[config.mk]
export PLATFORM = sky130hd
export DESIGN_NAME = player_input_ctrl
export DESIGN_NICKNAME = d
export VERILOG_FILES = /design/src/rtl/space_inv_pkg.sv /design/src/rtl/btn_debounce.sv /design/src/rtl/player_input_ctrl.sv
export SDC_FILE = /design/constraint.sdc
export NUM_CORES = 1
export LEC_CHECK = 0
export BUFFER_PORTS_ARGS = -buffer_cell sky130_fd_sc_hd__buf_2
export CORE_MARGIN = 10
export CORE_UTILIZATION = 44
export CTS_BUF_LIST = sky130_fd_sc_hd__clkbuf_4
export CTS_CLUSTER_DIAMETER = 100
export CTS_CLUSTER_SIZE = 14
export DETAILED_ROUTE_END_ITERATION = 10
export PLACE_DENSITY_LB_ADDON = 0.2
export SLEW_MARGIN = 0
export SYNTH_ARGS = -nofsm -noshare
export SYNTH_HDL_FRONTEND = slang
export SYNTH_SLANG_ARGS = --single-unit
export TNS_END_PERCENT = 50
[constraint.sdc]
create_clock -name clk -period 2.4 [get_ports clk]
set_input_delay 0 -clock clk [delete_from_list [all_inputs] [get_ports clk]]
set_output_delay 0 -clock clk [all_outputs]
set_load 0.01 [all_outputs]
[src/rtl/space_inv_pkg.sv]
// Shared types and constants for the player input block.
// The fire FSM states and missile slot count live here so every stage agrees.
package space_inv_pkg;

    localparam int SCREEN_W     = 640;
    localparam int PLAYER_W     = 16;
    localparam int NUM_MISSILES = 8;

    typedef enum logic [1:0] {
        IDLE     = 2'd0,
        LAUNCH   = 2'd1,
        COOLDOWN = 2'd2
    } fire_state_t;

    // One-hot of the lowest clear bit of busy; all-zero when every slot is taken.
    function automatic logic [NUM_MISSILES-1:0] lowest_free_slot(
        input logic [NUM_MISSILES-1:0] busy
    );
        logic [NUM_MISSILES-1:0] inc;
        inc = busy + {{(NUM_MISSILES-1){1'b0}}, 1'b1};
        return ~busy & inc;
    endfunction

endpackage

[src/rtl/btn_debounce.sv]
// Two-flop synchronizer followed by a level debouncer: the output follows the
// synchronized input only after it has disagreed for DEBOUNCE_CYCLES straight cycles.
module btn_debounce #(
    parameter int DEBOUNCE_CYCLES = 315000
) (
    input  logic clk,
    input  logic rst,
    input  logic btn_raw,
    output logic btn_db
);

    localparam int CNT_W = $clog2(DEBOUNCE_CYCLES + 1);
    localparam logic [CNT_W-1:0] CNT_LAST = CNT_W'(DEBOUNCE_CYCLES - 1);

    logic             sync1_q;
    logic             sync2_q;
    logic             level_q;
    logic             level_d;
    logic [CNT_W-1:0] cnt_q;
    logic [CNT_W-1:0] cnt_d;

    // Any cycle where the input agrees with the accepted level restarts the count.
    always_comb begin
        level_d = level_q;
        cnt_d   = '0;
        if (sync2_q != level_q) begin
            if (cnt_q == CNT_LAST) begin
                level_d = sync2_q;
            end else begin
                cnt_d = cnt_q + CNT_W'(1);
            end
        end
    end

    always_ff @(posedge clk) begin
        if (!rst) begin
            sync1_q <= 1'b0;
            sync2_q <= 1'b0;
            level_q <= 1'b0;
            cnt_q   <= '0;
        end else begin
            sync1_q <= btn_raw;
            sync2_q <= sync1_q;
            level_q <= level_d;
            cnt_q   <= cnt_d;
        end
    end

    assign btn_db = level_q;

endmodule

[src/rtl/player_input_ctrl.sv]
// Player controls: debounced buttons drive a saturating sprite column and a
// fire FSM that launches one missile per debounced fire press.
module player_input_ctrl
    import space_inv_pkg::*;
#(
    parameter int DEBOUNCE_CYCLES = 315000,
    parameter int MOVE_TICKS      = 500000,
    parameter int MOVE_STEP       = 2,
    parameter int FIRE_COOLDOWN   = 4000000,
    parameter int COL_INIT        = 312,
    parameter int COL_MAX         = SCREEN_W - PLAYER_W
) (
    input  logic        clk,
    input  logic        rst,
    input  logic        btn_left,
    input  logic        btn_right,
    input  logic        btn_fire,
    input  logic [7:0]  missile_busy,
    output logic [11:0] btn_col,
    output logic [7:0]  btn_missle_en,
    output logic        fire_pulse,
    output logic        fire_dropped
);

    localparam int TICK_W = $clog2(MOVE_TICKS + 1);
    localparam int CD_W   = $clog2(FIRE_COOLDOWN + 1);
    localparam logic [TICK_W-1:0] TICK_LAST = TICK_W'(MOVE_TICKS - 1);
    localparam logic [CD_W-1:0]   CD_LAST   = CD_W'(FIRE_COOLDOWN - 1);
    localparam logic [11:0]       STEP      = 12'(MOVE_STEP);
    localparam logic [11:0]       MAX_COL   = 12'(COL_MAX);
    localparam logic [11:0]       INIT_COL  = 12'(COL_INIT);

    logic left_db;
    logic right_db;
    logic fire_db;

    btn_debounce #(.DEBOUNCE_CYCLES(DEBOUNCE_CYCLES)) u_db_left (
        .clk     (clk),
        .rst     (rst),
        .btn_raw (btn_left),
        .btn_db  (left_db)
    );

    btn_debounce #(.DEBOUNCE_CYCLES(DEBOUNCE_CYCLES)) u_db_right (
        .clk     (clk),
        .rst     (rst),
        .btn_raw (btn_right),
        .btn_db  (right_db)
    );

    btn_debounce #(.DEBOUNCE_CYCLES(DEBOUNCE_CYCLES)) u_db_fire (
        .clk     (clk),
        .rst     (rst),
        .btn_raw (btn_fire),
        .btn_db  (fire_db)
    );

    logic              only_left;
    logic              only_right;
    logic              move_tick;
    logic [TICK_W-1:0] tick_cnt_q;
    logic [TICK_W-1:0] tick_cnt_d;
    logic [11:0]       col_q;
    logic [11:0]       col_d;

    // The tick counter idles at zero unless exactly one direction is held,
    // so the first step always lands a full MOVE_TICKS after the press.
    always_comb begin
        only_left  = left_db & ~right_db;
        only_right = right_db & ~left_db;
        tick_cnt_d = '0;
        move_tick  = 1'b0;
        if (only_left || only_right) begin
            if (tick_cnt_q == TICK_LAST) begin
                move_tick = 1'b1;
            end else begin
                tick_cnt_d = tick_cnt_q + TICK_W'(1);
            end
        end

        col_d = col_q;
        if (move_tick && only_left) begin
            col_d = (col_q < STEP) ? 12'd0 : col_q - STEP;
        end else if (move_tick && only_right) begin
            col_d = (col_q > MAX_COL - STEP) ? MAX_COL : col_q + STEP;
        end
    end

    always_ff @(posedge clk) begin
        if (!rst) begin
            tick_cnt_q <= '0;
            col_q      <= INIT_COL;
        end else begin
            tick_cnt_q <= tick_cnt_d;
            col_q      <= col_d;
        end
    end

    fire_state_t      state_q;
    fire_state_t      state_d;
    logic [CD_W-1:0]  cd_cnt_q;
    logic [CD_W-1:0]  cd_cnt_d;
    logic [7:0]       en_q;
    logic [7:0]       en_d;
    logic             pulse_q;
    logic             pulse_d;
    logic             dropped_q;
    logic             dropped_d;
    logic             fire_prev_q;
    logic             fire_edge;
    logic [7:0]       free_slot;

    // fire_prev_q tracks the debounced level in every state, so edges seen
    // outside IDLE are simply lost rather than remembered.
    always_comb begin
        fire_edge = fire_db & ~fire_prev_q;
        free_slot = lowest_free_slot(missile_busy);
        state_d   = state_q;
        cd_cnt_d  = cd_cnt_q;
        en_d      = en_q;
        pulse_d   = 1'b0;
        dropped_d = 1'b0;
        case (state_q)
            IDLE: begin
                cd_cnt_d = '0;
                if (fire_edge) begin
                    state_d = LAUNCH;
                end
            end
            LAUNCH: begin
                state_d  = COOLDOWN;
                cd_cnt_d = '0;
                if (free_slot != 8'd0) begin
                    en_d    = en_q ^ free_slot;
                    pulse_d = 1'b1;
                end else begin
                    dropped_d = 1'b1;
                end
            end
            COOLDOWN: begin
                if (cd_cnt_q == CD_LAST) begin
                    state_d  = IDLE;
                    cd_cnt_d = '0;
                end else begin
                    cd_cnt_d = cd_cnt_q + CD_W'(1);
                end
            end
            default: begin
                state_d  = IDLE;
                cd_cnt_d = '0;
            end
        endcase
    end

    always_ff @(posedge clk) begin
        if (!rst) begin
            state_q     <= IDLE;
            cd_cnt_q    <= '0;
            en_q        <= 8'd0;
            pulse_q     <= 1'b0;
            dropped_q   <= 1'b0;
            fire_prev_q <= 1'b0;
        end else begin
            state_q     <= state_d;
            cd_cnt_q    <= cd_cnt_d;
            en_q        <= en_d;
            pulse_q     <= pulse_d;
            dropped_q   <= dropped_d;
            fire_prev_q <= fire_db;
        end
    end

    assign btn_col       = col_q;
    assign btn_missle_en = en_q;
    assign fire_pulse    = pulse_q;
    assign fire_dropped  = dropped_q;

endmodule

==> results of run 1 <==
==> repair_timing <==
item / 4_1_cts / 5_1_grt
gates resized for setup: 0 / 4
hold buffers: 23 / 0
setup endpoints to repair: 0 / 5
hold endpoints to repair: 21 / 0
==> per-stage QoR <==
stage | hold WS [ns] | power, mW | cells | setup slack [ns]
CTS | 0.108 | 3.71 | 954 | 0.0813
detailed placement | 0.215 | 2.28 | 899 | 0.116
global placement | 0.212 | 2.28 | 899 | 0.191
finish | 0.163 | 3.65 | 955 | 0.143
floorplan | 0.127 | 2.26 | 702 | 0.250
global route | 0.171 | 3.80 | 954 | 0.0233
==> cell type report <==
type,count,area (um2),share of cell area [%]
antenna,1,2.50,0.0364
clock buffer,19,143,2.08
clock inverter,13,118,1.71
inverter,22,82.6,1.20
multi-input combinational,524,3190,46.4
sequential,131,2620,38.2
tap,176,220,3.20
timing repair buffer,69,493,7.17
==> path summary, 6_finish.rpt <==
kind | start | to | slack (ns) | cells past startpoint
max reg2reg | tick_cnt_q[1] | btn_col[1] | 0.14 | 7
min reg2reg | fire_prev_q | state_q[0] | 0.42 | 1
min | btn_right | u_db_right.sync1_q | 0.16 | 3
max | tick_cnt_q[1] | btn_col[1] | 0.14 | 7
==> Yosys cell counts, types with 3 or more instances <==
cell type    n
nand2_1     48
inv_1       22
nor4b_1      7
and4_1       9
nor2_1     125
buf_2        4
nand3_1     46
clkbuf_1    19
nor2b_1      8
nand4_1     16
mux2i_1      3
nor3_1      23
and2_1      17
ha_1         9
dfxtp_1    131
a31oi_1      3
o21ai_0     12
nand2b_1     4
a21boi_0     5
xor2_1      43
or3_1        9
xnor2_1     51
and3_1      17
a21oi_1     12
nor4_1      14
or4_1        4
==> tightest hold or removal path: stages <==
cell and delay, ns:
dlygate4sd3_1 0.51, buf_2 0.09, and2_1 0.11
==> power groups by stage <==
stage	Combinational, mW	Sequential [mW]	Clock (mW)
after floorplan	0.0255	2.23	0
after global placement	0.0445	2.23	0
after detailed placement	0.0459	2.23	0
after CTS	0.0651	2.18	1.47
after global routing	0.0727	2.18	1.54
final	0.0651	2.18	1.41
==> cells in the final DEF (no fill, tap or decap), drive strengths merged, types with 3 or more instances in the layout <==
cell type | netlist | layout
a21oi | 12 | 12
mux2i | 3 | 3
ha | 9 | 9
nor3 | 24 | 24
a211oi | 3 | 3
nor4b | 7 | 7
and3 | 17 | 17
dfxtp | 131 | 131
nor2b | 8 | 8
nand2 | 48 | 48
or3 | 10 | 10
a31o | 3 | 3
nand3 | 46 | 46
dlygate4sd3 | 0 | 23
o21ai | 14 | 14
nor4 | 15 | 15
or4 | 5 | 5
a21boi | 6 | 6
nand2b | 4 | 4
nand4 | 17 | 17
inv | 22 | 22
nor2 | 125 | 125
a31oi | 3 | 3
and4 | 9 | 9
clkbuf | 19 | 19
xor2 | 43 | 43
clkinv | 0 | 9
xnor2 | 51 | 51
buf | 6 | 46
and2 | 17 | 17
==> cell families after synthesis <==
logic type / after synthesis
compound gates: 56
xor+xnor: 94
fa+ha+maj: 9
buf+inv: 47
flops: 131
mux: 5
other cells: 1
simple gates: 359
==> state kept, by name, indices dropped and copies added, names as in the netlist, 2 cells and up <==
register          cells
u_db_right.cnt_q     19
u_db_left.cnt_q      19
tick_cnt_q           19
btn_missle_en         8
state_q               2
cd_cnt_q             22
btn_col              11
u_db_fire.cnt_q      19
==> per-layer routing <==
layer	GRT usage (%)	vias to the layer above	routed length [um]
li1	-	2529	-
met1	17.2	2339	5810
met2	22.9	94	6030
met3	4.03	18	574
met4	6.63	0	195
met5	0	-	0
==> results.json, run 1 <==
{
  "wl_per_cell_um": 13.2,
  "fillers": 1256,
  "skew_ns": 0.0148,
  "ys.flop_type": "dfxtp_1",
  "cts_tree": "yes",
  "dp_hpwl_um": 8610,
  "overflow": 0,
  "clkPwrFrac_pct": 38.5,
  "synthCells": 702,
  "drt-total-wl_um": 12600,
  "clkSinkCount": 131,
  "start_kind": "flip-flop",
  "clk_latency_ns": 0.56,
  "worst-path-max-fanout": 4,
  "dieArea_um2": 18700,
  "synth_top_area_cell": "dfxtp_1",
  "cp_slowest_cell": "or4_1",
  "slowest_delay_ns": 0.55,
  "tightestPinTransition_ns": 0.698,
  "dieWidth_um": 137,
  "critPathRequiredTime_ns": 2.89,
  "rows": 42,
  "grt_pass1_vias": 4858,
  "drive_above_1_share_pct": 12.1,
  "synth_mux_area_share_pct": 0.878,
  "setup_viol": 0,
  "drt-pass1-iter-count": 4,
  "power.switching_uw": 823,
  "switching_share_pct": 22.5,
  "htreeDepth": 4,
  "outcome": "completed",
  "io_buffers": 33,
  "p_leak_nw": 2.38,
  "report.final.hold_viol_count": 0,
  "cts.clk_slew.worst_paths_ns": 0.12,
  "endpoint_kind": "flip-flop",
  "fin_util_pct": 51.7,
  "syn_area_um2": 5990,
  "pin_count": 35,
  "via_per_inst": 5.21,
  "cp.arrival_ns": 2.75,
  "coreArea_um2": 13300,
  "grt_pass1_wl_um": 21900,
  "grt_max_degree": 21,
  "antenna_left": 0,
  "synth_top_family_by_area": "simple AND/OR/NAND/NOR gates",
  "min_path_type": "input port to flip-flop",
  "synthAdderAreaFrac_pct": 1.88,
  "slew_viol_final": 0,
  "critical-path-top-delay-family": "simple AND/OR/NAND/NOR gates",
  "vdd_drop_max_v": 0.000245,
  "synth_seq_area_share_pct": 43.8,
  "num_vias": 4980,
  "start_util_pct": 45.0,
  "synth-compound-area-share_pct": 6.33,
  "fp.dieH_um": 137,
  "root_buffer": "clkbuf_4",
  "max-slew-margin-rel_pct": 53.3,
  "synthArstFlopShare_pct": 0,
  "final_period_minus_worst_setup_slack_ns": 2.26,
  "grt_use_total_pct": 14.2,
  "post-route-period-util_pct": 94.1,
  "synth_area_leaders": "dfxtp_1 (44%), nor2_1 (7.8%), xnor2_1 (7.5%)",
  "yosys.area_share.simple_pct": 30.2,
  "crit_buf_inv": 1,
  "rsz0062_at_grt": "no",
  "fin_nets": 787,
  "area_delta_synth_final_pct": 14.8,
  "pwr-share-seq_pct": 59.7,
  "ys_ff_latch": 131,
  "synth_edf_count": 0,
  "fin_tns_setup_ns": 0,
  "fin_area_um2": 6870,
  "antenna_found_initial": 0,
  "path_cells": "ha_2, nand4_2, or4_1, buf_4, or3_4, a211o_1, a21boi_1",
  "p_per_area_nw_per_um2": 532,
  "cap_violations": 0,
  "route.detailed.drc": 0,
  "postCtsSetupBuffers": 0,
  "fmax_ghz": 0.443,
  "cts_buffer_depth": 2,
  "first_iter_violations": 235,
  "synth_xor_area_share_pct": 13.7,
  "ys_types": 61,
  "numCtsBuffers": 17,
  "yosys_warnings": 0,
  "avgSynthCellArea_um2": 8.53,
  "power.internal_mw": 2.83,
  "comb_power_share_pct": 1.8,
  "dpl_cell_area_um2": 6370,
  "gp_congestion": 0.919,
  "crit_type": "flip-flop to flip-flop",
  "yosysTopAreaCellShare_pct": 43.8,
  "syn_nets": 724
}
No activity file was read; power rests on OpenSTA's default activity.
==> run 2: changes to the inputs <==
--- a/config.mk
+++ b/config.mk
@@ -7,7 +7,7 @@
 export LEC_CHECK = 0
 export BUFFER_PORTS_ARGS = -buffer_cell sky130_fd_sc_hd__buf_2
 export CORE_MARGIN = 10
-export CORE_UTILIZATION = 44
+export CORE_UTILIZATION = 40
 export CTS_BUF_LIST = sky130_fd_sc_hd__clkbuf_4
 export CTS_CLUSTER_DIAMETER = 100
 export CTS_CLUSTER_SIZE = 14
==> run 2 against run 1 <==
Effect of this change: flip-flop and latch count unchanged; first-iteration DRC count increased by 17%; non-clock buffer count decreased by 4; worst hold slack improved by 0.041 ns; core utilization decreased by 4.7 points.
==> results.json, run 2 (synthesis results as in run 1) <==
{
  "outcome": "completed",
  "final_period_minus_worst_setup_slack_ns": 2.21,
  "largest_reg_flops": 22,
  "post-route-period-util_pct": 92.0,
  "setup_viol": 0,
  "drt-pass1-iter-count": 5,
  "htreeDepth": 4,
  "numCtsBuffers": 17,
  "final_common_cell": "dfxtp_1",
  "postCtsSetupBuffers": 0,
  "n_antenna_cell": 0,
  "root_buffer": "clkbuf_4",
  "cts.clk_slew.worst_paths_ns": 0.11,
  "cts_buffer_depth": 2,
  "max-slew-margin-rel_pct": 52.9,
  "grt_use_total_pct": 12.7,
  "antenna_found_initial": 0,
  "critPathRequiredTime_ns": 2.82,
  "grt_pass1_wl_um": 21300,
  "fp.dieH_um": 142,
  "overflow": 0,
  "critPathLaunch": "tick_cnt_q[0]",
  "route.detailed.drc": 0,
  "rr_worst_depth": 6,
  "worst-path-max-fanout": 5,
  "regMostFlops": "cd_cnt_q",
  "grt_max_degree": 21,
  "gp_congestion": 0.834,
  "r2r_end": "btn_col[5]",
  "rows": 44,
  "r2r_setup_slack_ns": 0.19,
  "wl_per_cell_um": 13.1,
  "via_per_inst": 5.15,
  "min_path_type": "input port to flip-flop",
  "drive_above_1_share_pct": 11.9,
  "endpoint_kind": "flip-flop",
  "cp.arrival_ns": 2.63,
  "crit_path_end": "btn_col[5]",
  "clkSinkCount": 131,
  "io_buffers": 33,
  "p_leak_nw": 2.37,
  "crit_type": "flip-flop to flip-flop",
  "dp_cells": 910,
  "skew_ns": 0.0146,
  "final_cells": 958,
  "timing.rr.start": "tick_cnt_q[0]",
  "fmax_ghz": 0.453,
  "cts_tree": "yes",
  "p_per_area_nw_per_um2": 550,
  "min-delay-start": "btn_right",
  "dieArea_um2": 20300,
  "dieWidth_um": 142,
  "start_kind": "flip-flop",
  "dp_hpwl_um": 8740,
  "vdd_drop_max_v": 0.000284,
  "pin_count": 35,
  "report.final.hold_viol_count": 0,
  "grt_pass1_vias": 4620,
  "slew_viol_final": 0,
  "first_iter_violations": 276,
  "mostFrequentLayoutCells": "dfxtp_1 (131), nor2_1 (125), xnor2_1 (51), nand2_1 (48), nand3_1 (46)",
  "clk_latency_ns": 0.55,
  "tightestPinTransition_ns": 0.704,
  "area_delta_synth_final_pct": 14.4,
  "num_vias": 4933,
  "antenna_left": 0,
  "cap_violations": 0,
  "drt-total-wl_um": 12600,
  "fin_nets": 783,
  "rsz0062_at_grt": "no",
  "fin_tns_setup_ns": 0,
  "coreArea_um2": 14600,
  "start_util_pct": 41.0
}
[run 2: critical path: stages, from the launching register on]
cell and delay, ns:
dfxtp_1 0.39, ha_1 0.23, nand4_2 0.16, or4_4 0.55
or4_4 0.54, o21ai_1 0.15, nand3_1 0.08
[run 2: through the flow]
stage	util (%)	setup slack, ns	hold slack (ns)	total power, mW	cell area [um2]
after floorplan	-	0.250	0.127	2.26	5990
after global placement	43.9	0.144	0.226	2.28	6400
after detailed placement	43.9	0.122	0.211	2.28	6400
after CTS	46.9	0.0983	0.155	3.83	6850
after global routing	46.9	0.0106	0.153	3.93	6850
final	46.9	0.193	0.204	3.77	6850
[run 2: layout make-up]
cell class              instances  area, um2
fillers                      1406       7740
multi-input cells             524       3180
clock inverters                13        141
well taps                     184        230
inverters                      22       82.6
clock buffers                  19        143
repair buffers                 65        445
flip-flops and latches        131       2620
[run 2: power breakdown]
group / leakage [nW] / switching [mW] / internal (mW) / total [mW]
logic: 1.16 / 0.0318 / 0.0321 / 0.0639
clock network: 0.156 / 0.795 / 0.725 / 1.52
registers: 1.06 / 0.00302 / 2.18 / 2.18
total: 2.37 / 0.830 / 2.94 / 3.77
[run 2: worst min path at each step]
stage,slack [ns],to,depth (start not counted)
floorplan,0.13,u_db_fire.sync1_q,1
global placement,0.23,u_db_right.sync1_q,2
detailed placement,0.21,u_db_right.sync1_q,2
CTS,0.16,u_db_right.sync1_q,3
global route,0.15,u_db_right.sync1_q,3
finish,0.20,u_db_right.sync1_q,3
[run 2: routing by layer]
| layer | GRT usage [%] | vias to the layer above | share of wire (%) |
|---|---|---|---|
| met5 | 0 | - | 0 |
| met4 | 5.17 | 0 | 1.3 |
| met3 | 4.74 | 21 | 5.6 |
| met2 | 19.8 | 91 | 46 |
| met1 | 15.5 | 2290 | 47 |
| li1 | - | 2531 | - |
[run 2: timing repair]
item                                    in CTS  in global routing
endpoints found under the hold margin       26                  0
hold buffers                                16                  0
resized for setup                            0                  1
endpoints found under the setup margin       0                  3
==> run 3: changes to the inputs <==
--- a/config.mk
+++ b/config.mk
@@ -5,6 +5,7 @@
 export SDC_FILE = /design/constraint.sdc
 export NUM_CORES = 1
 export LEC_CHECK = 0
+export ABC_AREA = 1
 export BUFFER_PORTS_ARGS = -buffer_cell sky130_fd_sc_hd__buf_2
 export CORE_MARGIN = 10
 export CORE_UTILIZATION = 40
==> run 3 against run 2 <==
Effect of this change: design area up 15%; cell count increased by 32%; clock-buffer cell count rose by 1; sequential power hardly changed; area after synthesis increased by 16%; flip-flop and latch count unchanged; core utilization decreased by 1.2 points; worst hold slack better by 0.19 ns.
==> results.json, run 3 <==
{
  "grt_use_total_pct": 12.6,
  "fp.dieH_um": 152,
  "clk_latency_ns": 0.55,
  "rsz0062_at_grt": "no",
  "overflow": 0,
  "rows": 48,
  "cap_violations": 0,
  "p_leak_nw": 2.90,
  "io_buffers": 33,
  "grt_pass1_vias": 5582,
  "fin_util_pct": 45.8,
  "outcome": "completed",
  "final_common_cell": "nand2_1",
  "synthArstFlopShare_pct": 0,
  "final_period_minus_worst_setup_slack_ns": 2.19,
  "r2r_setup_slack_ns": 0.21,
  "crit_type": "flip-flop to flip-flop",
  "postCtsSetupBuffers": 0,
  "path_cells": "inv_1, nor2_2, inv_1, nor3_1, dlygate4sd3_1, o21ai_0, a21oi_1, dlygate4sd3_1",
  "critical-path-top-delay-family": "buffers and inverters",
  "start_kind": "flip-flop",
  "gp_congestion": 0.803,
  "drt-pass1-iter-count": 4,
  "numCtsBuffers": 17,
  "grt_max_degree": 23,
  "tightestPinTransition_ns": 0.860,
  "synth_top_area_cell": "dfxtp_1",
  "dp_hpwl_um": 10700,
  "endpoint_kind": "flip-flop",
  "fin_nets": 1050,
  "synthTopCellsByCount": "nand2_1 (193), nor2_1 (133), dfxtp_1 (131), inv_1 (123), nand3_1 (60)",
  "yosysTopAreaCellShare_pct": 37.6,
  "clkSinkCount": 131,
  "dieArea_um2": 23100,
  "root_buffer": "clkbuf_4",
  "slew_viol_final": 0,
  "htreeDepth": 4,
  "yosys_warnings": 0,
  "crit_buf_inv": 4,
  "pin_count": 35,
  "power_mw": 3.89,
  "pwr-share-seq_pct": 56.1,
  "p_per_area_nw_per_um2": 495,
  "fmax_ghz": 0.457,
  "regMostFlops": "cd_cnt_q",
  "vdd_drop_max_v": 0.000254,
  "coreArea_um2": 17200,
  "skew_ns": 0.0216,
  "worst-path-max-fanout": 5,
  "power.internal_mw": 3.06,
  "setup_viol": 0,
  "first_iter_violations": 297,
  "avgSynthCellArea_um2": 7.20,
  "num_vias": 6092,
  "cts_buffer_depth": 2,
  "drive_above_1_share_pct": 14.1,
  "dieWidth_um": 152,
  "slowest_delay_ns": 0.59,
  "cp_slowest_cell": "dlygate4sd3_1",
  "critPathRequiredTime_ns": 2.89,
  "switching_share_pct": 21.4,
  "cp.arrival_ns": 2.67,
  "via_per_inst": 4.81,
  "grt_pass1_wl_um": 25400,
  "fillers": 1809,
  "ys_ff_latch": 131,
  "wl_per_cell_um": 11.6,
  "cts.clk_slew.worst_paths_ns": 0.10,
  "report.final.hold_viol_count": 0,
  "start_util_pct": 40.6,
  "antenna_left": 0,
  "area_delta_synth_final_pct": 12.8,
  "mostFrequentLayoutCells": "nand2_1 (193), nor2_1 (132), dfxtp_1 (131), inv_1 (123), nand3_1 (60)",
  "largest_reg_flops": 22,
  "max-slew-margin-rel_pct": 42.5,
  "syn_nets": 990,
  "fin_tns_setup_ns": 0,
  "power.switching_uw": 835,
  "synth_area_leaders": "dfxtp_1 (38%), nand2_1 (10%), nor2_1 (7.2%)",
  "ys.flop_type": "dfxtp_1",
  "antenna_found_initial": 1,
  "synth_seq_area_share_pct": 37.6,
  "synth_most_common_cell": "nand2_1",
  "min_path_type": "flip-flop to flip-flop",
  "ys_types": 48,
  "post-route-period-util_pct": 91.1,
  "synth_edf_count": 0,
  "cts_tree": "yes",
  "drt-total-wl_um": 14700,
  "synthCells": 968,
  "comb_power_share_pct": 1.9,
  "syn_area_um2": 6970,
  "clkPwrFrac_pct": 42.1,
  "route.detailed.drc": 0
}
-- run 3: cell count changes after synthesis, moves of 13 or more --
cell,change
a21oi_1,+38
and2_1,-17
and3_1,-16
clkbuf_1,-17
inv_1,+101
nand2_1,+145
nand3_1,+14
nand4_1,+15
nor2_2,+14
xnor2_1,-38
xor2_1,-13
-- run 3: area by class of cell --
cell class	count	area (um2)	share of cell area [%]
clock inverters	12	163	2.07
repair buffers	57	403	5.13
clock buffers	20	150	1.91
well taps	225	282	3.58
flip-flops and latches	131	2620	33.4
diodes	1	2.50	0.0318
multi-input cells	687	3730	47.5
inverters	134	503	6.40
-- run 3: stage by stage --
step           cell area, um2  std cells  hold WS (ns)  setup WS (ns)
6_report                 7860       1267         0.395          0.213
3_5_place_dp             7310       1211         0.200          0.542
2_1_floorplan            6970        968        0.0976          0.790
4_1_cts                  7850       1266         0.342          0.116
5_1_grt                  7860       1267         0.401         0.0309
3_3_place_gp             7310       1211         0.189          0.608
-- run 3: cell families (layout without fill, tap and decap cells) --
kind of cell             count (synthesis)  in the layout  synth area share [%]
flip-flops                             131            131                  37.6
AND/OR/NAND/NOR                        544            544                  39.1
adder cells (fa/ha/maj)                  9              9                  1.62
buffers and inverters                  150            223                  8.82
other                                    1              2                0.0538
AO/OA/AOI/OAI                           90             90                  7.42
XOR/XNOR                                43             43                  5.40
-- run 3: path summary, 6_finish.rpt --
| check | from | endpoint | cells past startpoint |
|---|---|---|---|
| max | state_q[0] | btn_missle_en[6] | 8 |
| min | fire_prev_q | state_q[0] | 1 |
| max reg2reg | state_q[0] | btn_missle_en[6] | 8 |
| min reg2reg | fire_prev_q | state_q[0] | 1 |
-- run 3: power groups by stage --
stage	Clock [mW]	Combinational [mW]	Sequential, mW
after floorplan	0	0.0323	2.23
after global placement	0	0.0538	2.23
after detailed placement	0	0.0541	2.23
after CTS	1.71	0.0736	2.18
after global routing	1.80	0.0810	2.19
final	1.64	0.0722	2.18
-- run 3: what timing repair did --
action,CTS,global route
endpoints found under the hold margin,29,0
gates resized for setup,0,1
hold buffers,23,0
endpoints found under the setup margin,0,1
-- run 3: per-layer routing --
layer	vias to the layer above	routed length [um]	global-route usage, %
met5	-	0	0
met4	0	223	5.04
met3	15	447	2.74
met2	71	6420	19.4
met1	2748	7610	16.8
li1	3258	-	-
-- run 3: worst reg2reg max path, delay by kind of cell, from the launching register on --
kind | cells | cell delay (ns)
compound gates | 2 | 0.19
buf+inv | 4 | 1.28
flops | 1 | 0.36
simple gates | 2 | 0.31
